==> config.mk <==
export PLATFORM = sky130hd
export DESIGN_NAME = piso_tx_flat
export DESIGN_NICKNAME = d
export VERILOG_FILES = /design/src/rtl/piso_tx_if.sv /design/src/rtl/piso_tx.sv /design/src/flat_wrapper.sv
export SDC_FILE = /design/constraint.sdc
export NUM_CORES = 1
export LEC_CHECK = 0
export ABC_AREA = 1
export CAP_MARGIN = 20
export CORE_MARGIN = 4
export CORE_UTILIZATION = 45
export DETAILED_ROUTE_END_ITERATION = 10
export PLACE_DENSITY = 0.75
export SKIP_CTS_REPAIR_TIMING = 1
export SLEW_MARGIN = 20
export SYNTH_ARGS = -nofsm -noshare
export SYNTH_HDL_FRONTEND = slang
export SYNTH_SLANG_ARGS = --single-unit
==> constraint.sdc <==
create_clock -name clk -period 3 [get_ports clk]
set_clock_uncertainty 0.15 [all_clocks]
set_input_delay 0.6 -clock clk [delete_from_list [all_inputs] [get_ports clk]]
set_output_delay 0.6 -clock clk [all_outputs]
set_load 0.005 [all_outputs]
==> src/rtl/piso_tx_if.sv <==
// Load handshake and serial link of the parallel-in/serial-out transmitter.
// master = parallel source and link monitor, slave = transmitter.
interface piso_tx_if #(
  parameter int WIDTH = 8
);
  logic [WIDTH-1:0] din;
  logic             load_valid;
  logic             load_ready;
  logic             sout;
  logic             sout_valid;
  logic             busy;
  logic             done;

  modport master (
    output din, load_valid,
    input  load_ready, sout, sout_valid, busy, done
  );

  modport slave (
    input  din, load_valid,
    output load_ready, sout, sout_valid, busy, done
  );
endinterface

==> src/rtl/piso_tx.sv <==
// Serialises one WIDTH-bit word per frame, plus an optional even-parity bit.
// The first bit appears one cycle after accept; load_ready is held low until a frame has ended.
module piso_tx #(
  parameter int WIDTH     = 8,
  parameter bit MSB_FIRST = 1'b1,
  parameter bit PARITY_EN = 1'b0
) (
  input  logic    clk,
  input  logic    rst,
  piso_tx_if.slave bus
);
  localparam int NBITS = WIDTH + (PARITY_EN ? 1 : 0);
  localparam int CW    = $clog2(NBITS + 1);
  localparam logic [CW-1:0] LAST      = CW'(NBITS - 1);
  localparam logic [CW-1:0] LAST_DATA = CW'(WIDTH - 1);

  typedef enum logic {IDLE, SHIFT} state_t;

  state_t           state_q, state_d;
  logic [WIDTH-1:0] shreg_q, shreg_d;
  logic [CW-1:0]    cnt_q, cnt_d;
  logic             par_q, par_d;
  logic             sout_q, sout_d;
  logic             done_q, done_d;

  always_ff @(posedge clk) begin
    if (rst) begin
      state_q <= IDLE;
      shreg_q <= '0;
      cnt_q   <= '0;
      par_q   <= 1'b0;
      sout_q  <= 1'b0;
      done_q  <= 1'b0;
    end else begin
      state_q <= state_d;
      shreg_q <= shreg_d;
      cnt_q   <= cnt_d;
      par_q   <= par_d;
      sout_q  <= sout_d;
      done_q  <= done_d;
    end
  end

  // sout is registered, so the first bit is taken straight from din at the accept
  // edge, and the shift register holds only the bits still to be sent.
  always_comb begin
    state_d = state_q;
    shreg_d = shreg_q;
    cnt_d   = cnt_q;
    par_d   = par_q;
    sout_d  = 1'b0;
    done_d  = 1'b0;
    unique case (state_q)
      IDLE: begin
        if (bus.load_valid) begin
          state_d = SHIFT;
          cnt_d   = '0;
          par_d   = ^bus.din;
          if (MSB_FIRST) begin
            sout_d  = bus.din[WIDTH-1];
            shreg_d = {bus.din[WIDTH-2:0], 1'b0};
          end else begin
            sout_d  = bus.din[0];
            shreg_d = {1'b0, bus.din[WIDTH-1:1]};
          end
        end
      end
      SHIFT: begin
        if (cnt_q == LAST) begin
          state_d = IDLE;
          done_d  = 1'b1;
          shreg_d = '0;
          cnt_d   = '0;
        end else begin
          cnt_d = cnt_q + CW'(1);
          if (PARITY_EN && cnt_q == LAST_DATA) begin
            sout_d = par_q;
          end else if (MSB_FIRST) begin
            sout_d  = shreg_q[WIDTH-1];
            shreg_d = {shreg_q[WIDTH-2:0], 1'b0};
          end else begin
            sout_d  = shreg_q[0];
            shreg_d = {1'b0, shreg_q[WIDTH-1:1]};
          end
        end
      end
      default: state_d = IDLE;
    endcase
  end

  assign bus.load_ready = (state_q == IDLE);
  assign bus.sout_valid = (state_q == SHIFT);
  assign bus.busy       = (state_q == SHIFT);
  assign bus.sout       = sout_q;
  assign bus.done       = done_q;
endmodule

==> src/flat_wrapper.sv <==
// flat-port wrapper written by rule: the top's interface ports become plain ports
module piso_tx_flat 
#(
  parameter int WIDTH     = 8,
  parameter bit MSB_FIRST = 1'b1,
  parameter bit PARITY_EN = 1'b0
)
  (clk, rst, bus_din, bus_load_valid, bus_load_ready, bus_sout, bus_sout_valid, bus_busy, bus_done);
  piso_tx_if #(.WIDTH(WIDTH)) bus_i ();
  input  logic clk;
  input  logic rst;
  input wire logic [$bits(bus_i.din)-1:0] bus_din;
  input wire logic [$bits(bus_i.load_valid)-1:0] bus_load_valid;
  output wire logic [$bits(bus_i.load_ready)-1:0] bus_load_ready;
  output wire logic [$bits(bus_i.sout)-1:0] bus_sout;
  output wire logic [$bits(bus_i.sout_valid)-1:0] bus_sout_valid;
  output wire logic [$bits(bus_i.busy)-1:0] bus_busy;
  output wire logic [$bits(bus_i.done)-1:0] bus_done;
  assign bus_i.din = bus_din;
  assign bus_i.load_valid = bus_load_valid;
  assign bus_load_ready = bus_i.load_ready;
  assign bus_sout = bus_i.sout;
  assign bus_sout_valid = bus_i.sout_valid;
  assign bus_busy = bus_i.busy;
  assign bus_done = bus_i.done;
  piso_tx #(.WIDTH(WIDTH), .MSB_FIRST(MSB_FIRST), .PARITY_EN(PARITY_EN)) u_core (.clk(clk), .rst(rst), .bus(bus_i));
endmodule
# After elaboration in Yosys (flattened, before gate mapping)
# Index checks and enable logic that the tools add are counted.
[classes]
n_eq_ne = 2
multipliers = 0
addsub = 1
reduce_logical = 1
n_shift = 0
order_cmp = 0
mux = 13
n_div = 0
bitwise = 1
[op_table]
columns = ["cell", "n"]
rows = [
  ["$mux W8", 2],
  ["$pmux W8 S2", 1],
  ["$mux W4", 2],
  ["$pmux W4 S2", 1],
  ["$mux W1", 5],
  ["$add A4 B1 Y4 const B", 1],
  ["$eq A4 B3 Y1 const B", 1],
  ["$pmux W1 S2", 2],
  ["$ne A2 B2 Y1 const B", 1],
  ["$reduce_or A2 Y1", 1],
  ["$not A1 Y1", 1],
]
[totals]
in_bits = 11
latch_bits = 0
word_cells = 23
ramBits = 0
register_bits = 15
rom_bits = 0
memories = 0

# Logic depth before layout (Yosys ltp)
[logic_depth]
word_depth = 3
depth_mapped = 6
mapped_depth_nobuf = 6

# Worst setup path after synthesis
# Ideal clock, no wire load.
[synth_timing]
path_kind = "input port to flip-flop"
start = "input rst"
end = "register u_core.shreg_q[2]"
n_path_buf = 1
path_stages = 4
arrival_ps = 1066
slack_ps = 1665
cell_sequence = "clkbuf_1 > inv_1 > o21ai_1 > a21oi_1"
[synth_rtl]
columns = ["item", "line_no", "source"]
rows = [
  ["start: declaration", "flat_wrapper.sv:11", "input logic rst;"],
  ["end signal: assignment", "piso_tx.sv:36", "shreg_q <= shreg_d;"],
  ["end: declaration", "piso_tx.sv:20", "logic [WIDTH-1:0] shreg_q, shreg_d;"],
]

# Final worst setup path
[layout_timing]
start = "register u_core.state_q, in the netlist u_core.bus.busy"
end = "output bus_load_ready"
[layout_between]
elab_chain_len = 1
[layout_lines]
columns = ["item", "line_no", "source"]
rows = [
  ["start: declaration", "piso_tx.sv:19", "state_t state_q, state_d;"],
  ["start signal: assignment", "piso_tx.sv:35", "state_q <= state_d;"],
  ["$not A1 Y1", "piso_tx.sv:91", "assign bus.load_ready = (state_q == IDLE);"],
  ["end: declaration", "flat_wrapper.sv:14", "output wire logic [$bits(bus_i.load_ready)-1:0] bus_load_ready;"],
]
# No other way between the ends.

==> summary.txt <==
Run status
  – Result of the run: completed

Synthesis
  – Mux share of post-synthesis cell area: 0%
  – Yosys warns: 0
  – Most area-hungry cell type in the Yosys netlist: sky130_fd_sc_hd__dfxtp_1
  – Part of the Yosys area used for sequential elements: 47.0%
  – Mean instance size in the synthesized netlist: 7.85 µm²
  – Flip-flop and latch count after synthesis: 14
  – Xor/xnor share of the synthesized area: 0%
  – Largest family of logic cells by synthesized area: simple AND/OR/NAND/NOR gates
  – Synth Area in Compound Gates: 22.2%
  – Adder-cell share of the synthesized area: 2.10%
  – Synth Area in Simple Gates: 23.1%
  – Largest cells by area after synthesis: sky130_fd_sc_hd__dfxtp_1 (47%), sky130_fd_sc_hd__nand2_1 (11%), sky130_fd_sc_hd__a21oi_1 (10%), sky130_fd_sc_hd__o21ai_1 (5.9%), sky130_fd_sc_hd__o21ai_0 (5.0%)
  – Nets in the synthesized netlist: 88
  – Post-synth cell types: 19
  – Cells after synthesis: 76
  – Synthesized area: 597 µm²
  – Fraction of synthesized cell area taken by the top area cell type: 47.0%

Drt
  – Routed wire length per instance: 10.7 µm
  – First-iteration detailed-routing DRC count: 14
  – Number of iterations in the first detailed-routing pass: 4
  – Routed wire length: 1140 µm
  – Post-route ant nets: 0
  – Residual DRC count: 0
  – Via density: 5.08
  – Via count of the routed design: 539

Critical path
  – CP cell instances: inv_2, clkdlybuf4s50_1
  – Required time of the critical path: 2250 ps
  – Category of the critical setup timing path: flop to primary output
  – Slowest Stage Delay on Critical Path: 540 ps
  – Arrival time at the worst endpoint: 1390 ps
  – Worst path slowest cell: sky130_fd_sc_hd__clkdlybuf4s50_1
  – Capturing element type of the critical path: primary output
  – Category of the worst setup path launch point: flop
  – CP Max Fanout: 9

CTS
  – Clk sinks: 14
  – Clock buffer count from CTS: 3
  – Number of buffers on the longest clock path: 2
  – CTS tree: done
  – Htree depth: 1
  – Clock input transition at the sequential cells of the worst setup and hold paths: 80 ps
  – Worst skew pair latency: 260 ps
  – Clock Tree Root: sky130_fd_sc_hd__clkbuf_4

STA
  – Final period utilization: 71.2%
  – Unrepaired setup endpoints after global routing: no
  – Worst setup margin: 864 ps
  – Total count of hold-check failures in the final report: 0
  – Measured slew at the worst slew-check pin: 288 ps
  – Final setup fails: 0
  – Headroom to the max-slew limit: 80.8%
  – Achievable Freq: 468 MHz
  – Number of slew-limit violations in the final report: 0
  – Sum of negative setup slack: 0 ps
  – Shortest period the worst path allows: 2140 ps

Floorplanning
  – Area of the core region: 1170 µm²
  – Die Width: 44.4 µm
  – Count of pins on the block boundary: 16
  – Die boundary height: 44.4 µm
  – Number of cell rows: 12
  – Effective utilization at floorplan: 51.0%
  – Die outline area: 1970 µm²

Cells and area
  – Top library cells by usage in the layout, fill and taps aside: sky130_fd_sc_hd__nand2_1 (18), sky130_fd_sc_hd__clkdlybuf4s50_1 (15), sky130_fd_sc_hd__dfxtp_1 (14), sky130_fd_sc_hd__a21oi_1 (12), sky130_fd_sc_hd__o21ai_1 (7)
  – Share of final-layout standard cells stronger than drive strength 1: 9.78%
  – Most common library cell in the layout ignoring fill and taps: sky130_fd_sc_hd__nand2_1
  – Post-layout nets: 106
  – Antenna diode instance count: 0
  – Area grow syn2layout: 30.0%

Placed design
  – Half-perimeter wire length after placement: 885 µm
  – Global placement routability congestion: 0.777
  – Post-placement setup slack: 1130 ps
  – Count of buffers from port buffering: 15

Power and ir drop
  – Leak Pwr: 0.000290 µW
  – Power per Cell Area: 467 nW/µm²
  – Highest ir drop seen on vdd: 0.000276 V

GRT
  – Total global routing overflow: 0
  – First-pass GRT wire length: 2060 µm
  – Global-route usage over all layers: 13.9%
  – Vias in the first global route: 487
  – Initial antenna violation count: 0
  – Pin count of the biggest net entering global routing: 11

Min path
  – Path category of the worst min-delay check: flop to flop

Flow run
  – Max Cap Violations: 0
==> cells by family after synthesis <==
family	Yosys count
AND/OR/NAND/NOR	27
buffers and inverters	8
flip-flops	14
adder cells (fa/ha/maj)	1
AO/OA/AOI/OAI	26
==> sequential cells by signal (all words and copies together) (netlist names) <==
| register | cells |
|---|---|
| u_core.cnt_q | 4 |
| u_core.bus.sout | 1 |
| u_core.shreg_q | 7 |
| u_core.bus.busy | 1 |
| u_core.bus.done | 1 |
==> where the power goes <==
group | internal, µW | leakage, µW | total [µW] | switching (µW)
Combinational | 30.6 | 0.000162 | 57.5 | 26.8
Clock | 46.3 | 0.0000138 | 99.1 | 52.8
Sequential | 197 | 0.000115 | 206 | 8.43
Total | 274 | 0.000290 | 362 | 88.0
==> worst max-delay path: cells and delay by family, from the launching register on <==
family / cells / cell delay, ps
buffers and inverters: 2 / 740
DFF: 1 / 390
==> stage by stage <==
| step | utilization [%] | cells | hold slack [ps] | power [µW] | instance area (µm²) |
|---|---|---|---|---|---|
| after global routing | 66.2 | 106 | 344 | 385 | 776 |
| after global placement | 64.3 | 103 | 303 | 268 | 753 |
| after CTS | 66.2 | 106 | 319 | 363 | 776 |
| final | 66.2 | 106 | 311 | 362 | 776 |
| after floorplan | - | 76 | 288 | 241 | 597 |
| after detailed placement | 64.3 | 103 | 306 | 268 | 753 |
==> layout make-up <==
class | instances | area (µm²)
Multi-Input combinational cell | 54 | 283
Fill cell | 109 | 395
Tap cell | 14 | 17.5
Sequential cell | 14 | 280
Inverter | 6 | 22.5
Timing Repair Buffer | 15 | 150
Clock buffer | 3 | 22.5
==> metal layers <==
layer	track usage (%)	vias up	share of wire, %
li1	-	292	-
met1	20.7	235	49
met2	18.6	10	45
met3	3.66	2	4.9
met4	5.42	0	0.79
met5	0	-	0
==> synthesized netlist by cell type (all sizes together) <==
library cell  number
a21oi             12
nand4              1
nand2             18
ha                 1
o21ai             13
o21a               1
or2                1
clkbuf             1
buf                1
inv                6
nand3              2
nor4               1
nor2               4
dfxtp             14
==> path summary, 6_finish.rpt <==
check / startpoint / endpoint / slack (ps) / cells after the start
max: u_core.bus.busy / bus_load_ready / 860 / 2
min: u_core.shreg_q[1] / u_core.shreg_q[2] / 310 / 2
max reg2reg: u_core.cnt_q[0] / u_core.bus.busy / 1640 / 6
min reg2reg: u_core.shreg_q[1] / u_core.shreg_q[2] / 310 / 2
No activity file was read; power rests on OpenSTA's default activity.
